[src/rtl/muldiv_pkg.sv]
// Shared encodings for the iterative RV32M multiply/divide unit.
// Holds the funct3 op codes, the FSM state type and a conditional-negate helper.
package muldiv_pkg;

    localparam int XLEN_DEF = 32;

    localparam logic [2:0] F3_MUL    = 3'b000;
    localparam logic [2:0] F3_MULH   = 3'b001;
    localparam logic [2:0] F3_MULHSU = 3'b010;
    localparam logic [2:0] F3_MULHU  = 3'b011;
    localparam logic [2:0] F3_DIV    = 3'b100;
    localparam logic [2:0] F3_DIVU   = 3'b101;
    localparam logic [2:0] F3_REM    = 3'b110;
    localparam logic [2:0] F3_REMU   = 3'b111;

    typedef enum logic [1:0] {
        IDLE = 2'd0,
        CALC = 2'd1,
        SIGN = 2'd2,
        DONE = 2'd3
    } state_e;

    function automatic logic [31:0] neg_if(input logic [31:0] v, input logic en);
        return en ? (~v + 32'd1) : v;
    endfunction

endpackage

[src/rtl/muldiv_sign_fix.sv]
// Final sign correction and result selection applied in the SIGN state.
// Negates the magnitude result when flagged and picks low/high word or quotient/remainder.
module muldiv_sign_fix
    import muldiv_pkg::*;
(
    input  logic [2:0]  op_i,
    input  logic [63:0] acc_i,
    input  logic [31:0] rem_i,
    input  logic        neg_i,
    output logic [31:0] result_o
);

    logic [63:0] prod_d;

    always_comb begin
        prod_d   = neg_i ? (~acc_i + 64'd1) : acc_i;
        result_o = '0;
        case (op_i)
            F3_MUL:                      result_o = prod_d[31:0];
            F3_MULH, F3_MULHSU, F3_MULHU: result_o = prod_d[63:32];
            F3_DIV, F3_DIVU:             result_o = neg_if(acc_i[31:0], neg_i);
            default:                     result_o = neg_if(rem_i, neg_i);
        endcase
    end

endmodule

[src/rtl/muldiv_unit.sv]
// Iterative RV32M multiply/divide unit: one radix-2 step per cycle on operand magnitudes,
// sign fix-up afterwards, with a pipeline stall request held while an op is in flight.
module muldiv_unit
    import muldiv_pkg::*;
#(
    parameter int XLEN = XLEN_DEF
) (
    input  logic            clk_i,
    input  logic            rst_i,
    input  logic            start_i,
    input  logic [2:0]      funct3_i,
    input  logic [XLEN-1:0] RS1data_i,
    input  logic [XLEN-1:0] RS2data_i,
    input  logic            flush_i,
    output logic            busy_o,
    output logic            done_o,
    output logic [XLEN-1:0] result_o,
    output logic            stall_o
);

    generate
        if (XLEN != 32) begin : g_xlen_check
            $error("muldiv_unit: only XLEN=32 is supported");
        end
    endgenerate

    state_e      state_q;
    logic [2:0]  op_q;
    logic [4:0]  cnt_q;
    logic [63:0] acc_q;
    logic [31:0] rem_q;
    logic [31:0] opb_q;
    logic        neg_q;
    logic        busy_q;
    logic        done_q;
    logic [31:0] result_q;

    logic        a_signed_d, b_signed_d, a_neg_d, b_neg_d, neg_start_d;
    logic [31:0] a_mag_d, b_mag_d, fast_res_d;
    logic        is_div_d, div_zero_d, div_ovf_d;
    logic [32:0] mul_sum_d, div_shift_d, div_diff_d;
    logic [31:0] fix_res_d;

    // Start-time decode: operand magnitudes, result sign and fast-path detection.
    always_comb begin
        a_signed_d  = (funct3_i == F3_MULH) || (funct3_i == F3_MULHSU) ||
                      (funct3_i == F3_DIV)  || (funct3_i == F3_REM);
        b_signed_d  = (funct3_i == F3_MULH) || (funct3_i == F3_DIV) || (funct3_i == F3_REM);
        a_neg_d     = a_signed_d & RS1data_i[31];
        b_neg_d     = b_signed_d & RS2data_i[31];
        a_mag_d     = neg_if(RS1data_i, a_neg_d);
        b_mag_d     = neg_if(RS2data_i, b_neg_d);
        neg_start_d = (funct3_i == F3_REM) ? a_neg_d : (a_neg_d ^ b_neg_d);
        is_div_d    = funct3_i[2];
        div_zero_d  = is_div_d && (RS2data_i == 32'd0);
        div_ovf_d   = ((funct3_i == F3_DIV) || (funct3_i == F3_REM)) &&
                      (RS1data_i == 32'h8000_0000) && (RS2data_i == 32'hFFFF_FFFF);
        if (div_zero_d) begin
            fast_res_d = funct3_i[1] ? RS1data_i : 32'hFFFF_FFFF;
        end else begin
            fast_res_d = funct3_i[1] ? 32'd0 : 32'h8000_0000;
        end
    end

    // Multiply: acc holds {partial high word, remaining multiplier bits}.
    // Divide: acc[31:0] shifts dividend bits out and quotient bits in.
    always_comb begin
        mul_sum_d   = {1'b0, acc_q[63:32]} + (acc_q[0] ? {1'b0, opb_q} : 33'd0);
        div_shift_d = {rem_q, acc_q[31]};
        div_diff_d  = div_shift_d - {1'b0, opb_q};
    end

    muldiv_sign_fix u_sign_fix (
        .op_i     (op_q),
        .acc_i    (acc_q),
        .rem_i    (rem_q),
        .neg_i    (neg_q),
        .result_o (fix_res_d)
    );

    always_ff @(posedge clk_i) begin
        if (rst_i) begin
            state_q  <= IDLE;
            op_q     <= '0;
            cnt_q    <= '0;
            acc_q    <= '0;
            rem_q    <= '0;
            opb_q    <= '0;
            neg_q    <= 1'b0;
            busy_q   <= 1'b0;
            done_q   <= 1'b0;
            result_q <= '0;
        end else if (flush_i) begin
            state_q <= IDLE;
            busy_q  <= 1'b0;
            done_q  <= 1'b0;
        end else begin
            case (state_q)
                IDLE: begin
                    done_q <= 1'b0;
                    if (start_i) begin
                        op_q   <= funct3_i;
                        neg_q  <= neg_start_d;
                        busy_q <= 1'b1;
                        if (div_zero_d || div_ovf_d) begin
                            result_q <= fast_res_d;
                            done_q   <= 1'b1;
                            state_q  <= DONE;
                        end else begin
                            cnt_q   <= 5'd31;
                            rem_q   <= '0;
                            opb_q   <= is_div_d ? b_mag_d : a_mag_d;
                            acc_q   <= {32'd0, (is_div_d ? a_mag_d : b_mag_d)};
                            state_q <= CALC;
                        end
                    end
                end
                CALC: begin
                    if (op_q[2]) begin
                        if (!div_diff_d[32]) begin
                            rem_q <= div_diff_d[31:0];
                        end else begin
                            rem_q <= div_shift_d[31:0];
                        end
                        acc_q <= {32'd0, acc_q[30:0], ~div_diff_d[32]};
                    end else begin
                        acc_q <= {mul_sum_d, acc_q[31:1]};
                    end
                    cnt_q <= cnt_q - 5'd1;
                    if (cnt_q == 5'd0) begin
                        state_q <= SIGN;
                    end
                end
                SIGN: begin
                    result_q <= fix_res_d;
                    done_q   <= 1'b1;
                    state_q  <= DONE;
                end
                default: begin
                    done_q  <= 1'b0;
                    busy_q  <= 1'b0;
                    state_q <= IDLE;
                end
            endcase
        end
    end

    assign busy_o   = busy_q;
    assign done_o   = done_q;
    assign result_o = result_q;
    assign stall_o  = ((state_q == IDLE) && start_i) || (state_q == CALC) || (state_q == SIGN);

endmodule

[config.mk]
export PLATFORM = sky130hd
export DESIGN_NAME = muldiv_unit
export DESIGN_NICKNAME = d
export VERILOG_FILES = /design/src/rtl/muldiv_pkg.sv /design/src/rtl/muldiv_sign_fix.sv /design/src/rtl/muldiv_unit.sv
export SDC_FILE = /design/constraint.sdc
export NUM_CORES = 1
export LEC_CHECK = 0
export ABC_AREA = 1
export BUFFER_PORTS_ARGS = -buffer_cell sky130_fd_sc_hd__buf_2
export CAP_MARGIN = 20
export CORE_UTILIZATION = 43
export DETAILED_ROUTE_END_ITERATION = 10
export GPL_TIMING_DRIVEN = 0
export SLEW_MARGIN = 10
export SYNTH_ARGS = -nofsm -noshare
export SYNTH_HDL_FRONTEND = slang
export SYNTH_HIERARCHICAL = 1
export SYNTH_SLANG_ARGS = --single-unit
[constraint.sdc]
create_clock -name clk_i -period 2.6 [get_ports clk_i]
set_clock_uncertainty 0.05 [all_clocks]
set_input_delay 0.13 -clock clk_i [delete_from_list [all_inputs] [get_ports clk_i]]
set_output_delay 0.13 -clock clk_i [all_outputs]
set_load 0.005 [all_outputs]
==> results of run 1 <==
==> worst max-delay path: stages, from the launching register on <==
cell      delay (ns)
dfxtp_1         0.56
inv_1           0.10
a21oi_2         0.36
clkinv_1        0.51
o21ai_0         0.49
o21bai_1        0.21
nand2_1         0.11
a31oi_1         0.17
==> cell usage after synthesis, types with 5 or more instances <==
| cell type | count | area (um^2) |
|---|---|---|
| a31oi_1 | 41 | 257 |
| a21oi_1 | 223 | 1120 |
| buf_2 | 29 | 145 |
| ha_1 | 75 | 938 |
| xor2_1 | 64 | 561 |
| clkbuf_1 | 65 | 244 |
| o21bai_1 | 16 | 120 |
| dfxtp_1 | 173 | 3460 |
| nand3b_1 | 31 | 233 |
| nor2_4 | 7 | 78.8 |
| o21ai_0 | 173 | 866 |
| o2111ai_1 | 10 | 87.6 |
| nor2_2 | 13 | 81.3 |
| buf_4 | 15 | 113 |
| or2_2 | 8 | 50.1 |
| o22ai_1 | 8 | 50.1 |
| nand4_1 | 30 | 188 |
| inv_2 | 10 | 37.5 |
| a211oi_1 | 7 | 52.6 |
| nand2_4 | 8 | 90.1 |
| buf_6 | 15 | 169 |
| nand3_2 | 6 | 60.1 |
| nand3_1 | 256 | 1280 |
| o21ai_1 | 64 | 320 |
| o211ai_1 | 8 | 60.1 |
| nor3_1 | 38 | 190 |
| nand2_1 | 1264 | 4740 |
| and3_1 | 5 | 31.3 |
| nand2_2 | 18 | 113 |
| buf_1 | 11 | 41.3 |
| xnor2_1 | 18 | 158 |
| nor2_1 | 472 | 1770 |
| inv_1 | 431 | 1620 |
==> final cells by class <==
class | instances | area, um^2 | area share
buffer | 134 | 792 | 0.0343
clock buffer | 21 | 470 | 0.0204
clock inverter | 11 | 153 | 0.00662
inverter | 443 | 1680 | 0.0727
multi-input combinational | 2895 | 14900 | 0.645
sequential | 173 | 3520 | 0.153
tap | 600 | 751 | 0.0325
timing repair buffer | 138 | 836 | 0.0362
==> state kept, by name, summed over array words and instances (netlist names), 2 cells and up <==
name / cells
acc_q: 64
cnt_q: 5
state_q: 2
op_q: 3
result_o: 32
opb_q: 32
rem_q: 32
==> routing by layer <==
| layer | global-route usage | share of wire | vias up |
|---|---|---|---|
| met1 | 0.524 | 0.42 | 11300 |
| met4 | 0.215 | 0.060 | 2 |
| li1 | - | - | 12000 |
| met5 | 0 | 0.00014 | - |
| met3 | 0.0837 | 0.10 | 249 |
| met2 | 0.585 | 0.42 | 1219 |
==> power breakdown <==
part	leakage [nW]	switching (mW)	total [mW]	internal, mW
clock network	0.308	1.25	2.85	1.60
logic	9.80	2.33	3.33	1.01
registers	1.43	0.267	3.05	2.78
==> logic make-up after synthesis <==
logic type                 synth area share
AOI/OAI and AO/OA                     0.156
xor gates and xnor gates             0.0365
adders and majority gates            0.0497
buffers and inverters                 0.121
DFF                                   0.176
and+or+nand+nor                       0.461
==> placed cells by master (no fill, tap or decap), types with 25 or more instances in the layout <==
master       n
buf_4       37
buf_2      131
dfxtp_1    136
xor2_1      64
nand2_1   1207
nand3_1    240
o21ai_0    172
nand2_2     63
ha_1        28
o21ai_1     65
dfxtp_2     33
nand4_1     30
nor3_1      34
ha_4        36
a31oi_1     41
a21oi_1    203
nor2_1     456
inv_2       25
clkbuf_1    58
inv_1      412
nand3b_1    31
==> timing repair <==
item / 4_1_cts / 5_1_grt
endpoints found under the hold margin: 8 / 0
gates resized for setup: 70 / 234
buffers inserted: 6 / 25
endpoints found under the setup margin: 96 / 90
pin swaps: 4 / 48
hold buffers: 5 / 0
gates cloned: 0 / 3
==> metrics by stage <==
stage | instance area [um^2] | std cells | TNS [ns]
6_report | 23100 | 4415 | -0.0785
2_1_floorplan | 19700 | 3646 | 0
5_1_grt | 23100 | 4415 | -0.836
4_1_cts | 21900 | 4390 | -0.0240
3_5_place_dp | 20900 | 4347 | -33.23
3_3_place_gp | 20900 | 4347 | -31.71
==> how the worst max path moves through the flow <==
stage	start	to
6_report	op_q[2]$_SDFFE_PP0P_	result_o[1]$_SDFFE_PP0P_
5_1_grt	op_q[2]$_SDFFE_PP0P_	result_o[31]$_SDFFE_PP0P_
4_1_cts	acc_q[0]$_SDFFE_PP0P_	acc_q[61]$_SDFFE_PP0P_
3_5_place_dp	acc_q[0]$_SDFFE_PP0P_	acc_q[61]$_SDFFE_PP0P_
3_3_place_gp	acc_q[0]$_SDFFE_PP0P_	acc_q[61]$_SDFFE_PP0P_
2_1_floorplan	acc_q[0]$_SDFFE_PP0P_	acc_q[61]$_SDFFE_PP0P_
==> flow_metrics.tcl, run 1 <==
set metrics [dict create \
    drv_cap 0 \
    routabilityCongestion 1.06 \
    cts_max_level 4 \
    grt_pass1_vias 21800 \
    critPathArrivalTime_ns 3.02 \
    wl_per_cell_um 21.4 \
    antenna_found_initial 1 \
    drt-initial-drc-count 2979 \
    drive_above_1_share 0.141 \
    firstDrtPassIters 8 \
    setup_viol 2 \
    grt_max_degree 17 \
    final.min_clock_period_ns 2.66 \
    clk_pin_slew_ns 0.08 \
    detail_route.vias_per_cell 5.60 \
    insertion_delay_ns 0.50 \
    die_h_um 216 \
    cp-start-kind "flop" \
    whs_ns 0.0540 \
    fmax_ghz 0.376 \
    status "complete, but fails checks" \
    worstSetupPathType "flop to flop" \
    portBuffers 101 \
    start_util 0.435 \
    clk_path_buf_depth 2 \
    wl_mm 94.3 \
    grt_usage 0.393 \
    ys_ff_latch 173 \
    synth_edf_count 0 \
    hp-class "primary input to flop" \
    ys_types 53 \
    yosysWarningCount 6 \
    ant_nets 0 \
    fin_ws_ns -0.0564 \
    synthFlopType "dfxtp_1" \
    cts_buffers 17 \
    seq_area_frac_synth 0.176 \
    ys_async_sr_fraction 0 \
    fp.coreArea_mm2 0.0453 \
    synth_area_per_cell_um2 5.40 \
    rows 78 \
    regToRegSetupSlack_ns -0.06 \
    cp_max_fo 9 \
    dp_slack_ns -0.929 \
    dr_total_vias 24700 \
    hold_viol_final 0 \
    synthCells 3646 \
    post-route-period-util 1.02 \
    cp.required_ns 2.97 \
    io_pins 106 \
    power_mw 9.23 \
    slew_headroom 0.306 \
    die_w_um 216 \
    drc 0 \
    power_density_mw_per_mm2 400 \
    root_buffer "clkbuf_16" \
    finalMaxSlewViolations 0 \
    final_nets 3950 \
    whs_endpoint "opb_q[0]$_SDFFE_PP0P_" \
    whs_path_depth 3 \
    worst_r2r_endpoint "result_o[1]$_SDFFE_PP0P_" \
    synth.net_count 3794 \
    violations "negative setup slack" \
    regToRegStartpoint "op_q[2]$_SDFFE_PP0P_" \
    final_core_util 0.510 \
    grt-ovfl-total 0 \
    clock_sinks 173 \
    cts_tree "done" \
    grt_pass1_wl_mm 136 \
    leakage_nw 11.5 \
    ir_drop_v 0.000396 \
    antenna_cells 0 \
    worst_pin_slew_ns 1.03 \
    crit_path_end_kind "flop" \
    synth_area_mm2 0.0197 \
    rsz0062_at_grt "true" \
    die_area_mm2 0.0466 \
    r2r_cells 7 \
    min_from "RS1data_i[0]" \
    fillCellCount 5026 \
    hpwl_mm 76.9 \
    area_delta_synth_final_pct 17.2 \
]
Power figures use the tool's default switching activity.
==> inputs of run 2 (changes only) <==
--- a/config.mk
+++ b/config.mk
@@ -5,9 +5,9 @@
 export SDC_FILE = /design/constraint.sdc
 export NUM_CORES = 1
 export LEC_CHECK = 0
-export ABC_AREA = 1
 export BUFFER_PORTS_ARGS = -buffer_cell sky130_fd_sc_hd__buf_2
 export CAP_MARGIN = 20
+export CORE_ASPECT_RATIO = 0.8
 export CORE_UTILIZATION = 43
 export DETAILED_ROUTE_END_ITERATION = 10
 export GPL_TIMING_DRIVEN = 0
==> constraint.sdc (replaced) <==
create_clock -name clk_i -period 3 [get_ports clk_i]
set_clock_uncertainty 0.05 [all_clocks]
set_input_delay 0.15 -clock clk_i [delete_from_list [all_inputs] [get_ports clk_i]]
set_output_delay 0.15 -clock clk_i [all_outputs]
set_load 0.005 [all_outputs]
==> flow_metrics.tcl, run 2 <==
set metrics [dict create \
    status "complete, but fails checks" \
    violations "negative setup slack" \
    final.min_clock_period_ns 3.29 \
    synthTopCellsByArea "dfxtp_1, xnor2_1, ha_1" \
    finalMaxSlewViolations 0 \
    crit_path_end_kind "flop" \
    largest_reg_flops 64 \
    yosysMostFrequentCell "nand2_1" \
    rsz0062_at_grt "true" \
    whs_ns 0.0562 \
    clk_pin_slew_ns 0.08 \
    cp_top_family "compound AO/OA/AOI/OAI gates" \
    grt_pass1_vias 17600 \
    synth_top_area_frac 0.210 \
    ir_drop_v 0.000370 \
    die_w_um 221 \
    clk_path_buf_depth 2 \
    netlist.top_cell.by_area "dfxtp_1" \
    cp_max_fo 4 \
    grt_usage 0.392 \
    power_frac_comb 0.378 \
    hold_viol_final 0 \
    die_h_um 177 \
    intPower_mw 4.64 \
    drt-initial-drc-count 2562 \
    final_area_mm2 0.0209 \
    drc 0 \
    yosysWarningCount 6 \
    leakage_nw 7.97 \
    fp.coreArea_mm2 0.0374 \
    dr_total_vias 19700 \
    cp.required_ns 3.37 \
    fin_cells 2990 \
    wl_per_cell_um 26.6 \
    antenna_found_initial 1 \
    critPathMaxStageDelay_ns 0.38 \
    final_common_cell "nand2_1" \
    fin_ws_ns -0.295 \
    clock_sinks 173 \
    area_delta_synth_final_pct 26.3 \
    grt_max_degree 18 \
    ys_types 84 \
    synth_area_mm2 0.0165 \
    setup_viol 55 \
    worst_pin_slew_ns 1.16 \
    grt_pass1_wl_mm 114 \
    wl_mm 79.5 \
    antenna_cells 0 \
    start_util 0.442 \
    firstDrtPassIters 6 \
    hpwl_mm 62.1 \
    ys_async_sr_fraction 0 \
    tns_ns -9.36 \
    cts_buffers 17 \
    cp-start-kind "flop" \
    timing.critical_path.buf_inv 4 \
    final_nets 2638 \
    mostFrequentLayoutCells "nand2_1, nor2_1, a21oi_1" \
    synth_area_per_cell_um2 7.25 \
    grt-ovfl-total 0 \
    worst_path_max_delay_cell "fa_2" \
    portBuffers 101 \
    power_density_mw_per_mm2 378 \
    largest-register "acc_q" \
    final_core_util 0.558 \
    root_buffer "clkbuf_16" \
    seq_area_frac_synth 0.210 \
    dpl-instance-area_mm2 0.0178 \
    cts_max_level 4 \
    fmax_ghz 0.304 \
    hp-class "primary input to flop" \
    rows 63 \
    synth.net_count 2427 \
    power_mw 7.88 \
    post-route-period-util 1.10 \
    synth_edf_count 0 \
    slew_headroom 0.219 \
    synth_common_cells "nand2_1, nor2_1, a21oi_1" \
    p_sw_frac 0.411 \
    p_sw_mw 3.24 \
    worstSetupPathType "flop to flop" \
    p_seq_frac 0.330 \
    cts_tree "done" \
    drive_above_1_share 0.239 \
    detail_route.vias_per_cell 6.59 \
    critPathArrivalTime_ns 3.66 \
    die_area_mm2 0.0392 \
    dp_slack_ns -1.29 \
    drv_cap 0 \
    ys_ff_latch 173 \
    insertion_delay_ns 0.49 \
    p_clk_frac 0.291 \
    crit_chain "inv_6, ha_4, inv_2, fa_2, a211oi_4, o21ai_2, o2111ai_4, o21ai_4, o21a_1, mux2i_1, a211oi_2, buf_6, buf_12, mux2i_2, a22o_1" \
    io_pins 106 \
    routabilityCongestion 1.04 \
    ant_nets 0 \
    dp.cells 2869 \
    synthCells 2279 \
    synthFlopType "dfxtp_1" \
]
==> run 2: changes by cell type after synthesis, sizes merged, moves of 63 or more <==
cell / before / now
nand2: 1290 / 246
inv: 441 / 73
nor2: 494 / 213
nand3: 264 / 50
o21ai: 241 / 128
xnor2: 18 / 113
a211oi: 8 / 81
nor3: 38 / 108
mux2i: 0 / 63
==> run 2: layer usage <==
layer / wire length, um / GRT usage / share of wire
met2: 31100 / 0.529 / 0.39
met4: 2840 / 0.142 / 0.036
met1: 36000 / 0.580 / 0.45
met3: 9510 / 0.108 / 0.12
met5: 11 / 0 / 0.00014
==> run 2: area by class of cell <==
| type | count | area [um^2] |
|---|---|---|
| inverter | 73 | 287 |
| sequential | 173 | 3530 |
| tap | 487 | 609 |
| clock buffer | 18 | 439 |
| timing repair buffer | 205 | 1480 |
| fill | 3630 | 16600 |
| clock inverter | 14 | 129 |
| multi-input combinational | 1891 | 13700 |
| buffer | 129 | 708 |
==> run 2: worst paths after layout <==
path | cells past startpoint | startpoint | to | slack, ns
min reg2reg | 2 | opb_q[23]$_SDFFE_PP0P_ | opb_q[23]$_SDFFE_PP0P_ | 0.43
min | 3 | RS1data_i[0] | opb_q[0]$_SDFFE_PP0P_ | 0.06
max | 15 | acc_q[31]$_SDFFE_PP0P_ | rem_q[0]$_SDFFE_PP0P_ | -0.29
max reg2reg | 15 | acc_q[31]$_SDFFE_PP0P_ | rem_q[0]$_SDFFE_PP0P_ | -0.29
==> run 2: cells by family after synthesis <==
logic type / after synthesis / synth area share
buffers and inverters: 215 / 0.0516
adder cells (fa/ha/maj): 77 / 0.0592
multiplexers: 87 / 0.0545
AND/OR/NAND/NOR: 885 / 0.262
flip-flops: 173 / 0.210
AO/OA/AOI/OAI: 662 / 0.267
XOR/XNOR: 180 / 0.0954
==> run 2: repair_timing <==
item                                   in CTS  in global routing
endpoints found under the hold margin       1                  0
pin swaps                                  67                119
hold buffers                                1                  0
setup buffers                              66                 36
setup endpoints to repair                 165                160
cloned                                      1                  1
gates resized for setup                   266                170
==> run 2: power groups by stage <==
stage	logic, mW	registers (mW)	clock network [mW]
finish	2.98	2.60	2.30
global route	3.12	2.61	2.37
CTS	2.70	2.59	2.29
detailed placement	2.38	2.64	0
global placement	2.37	2.64	0
floorplan	1.55	2.55	0
==> run 2: worst register-to-register path: cells and delay by family (launching register included) <==
kind                     cells  cell delay (ns)
AO/OA/AOI/OAI                7             1.41
flip-flops                   1             0.37
buffers and inverters        4             0.50
adder cells (fa/ha/maj)      2             0.52
multiplexers                 2             0.38
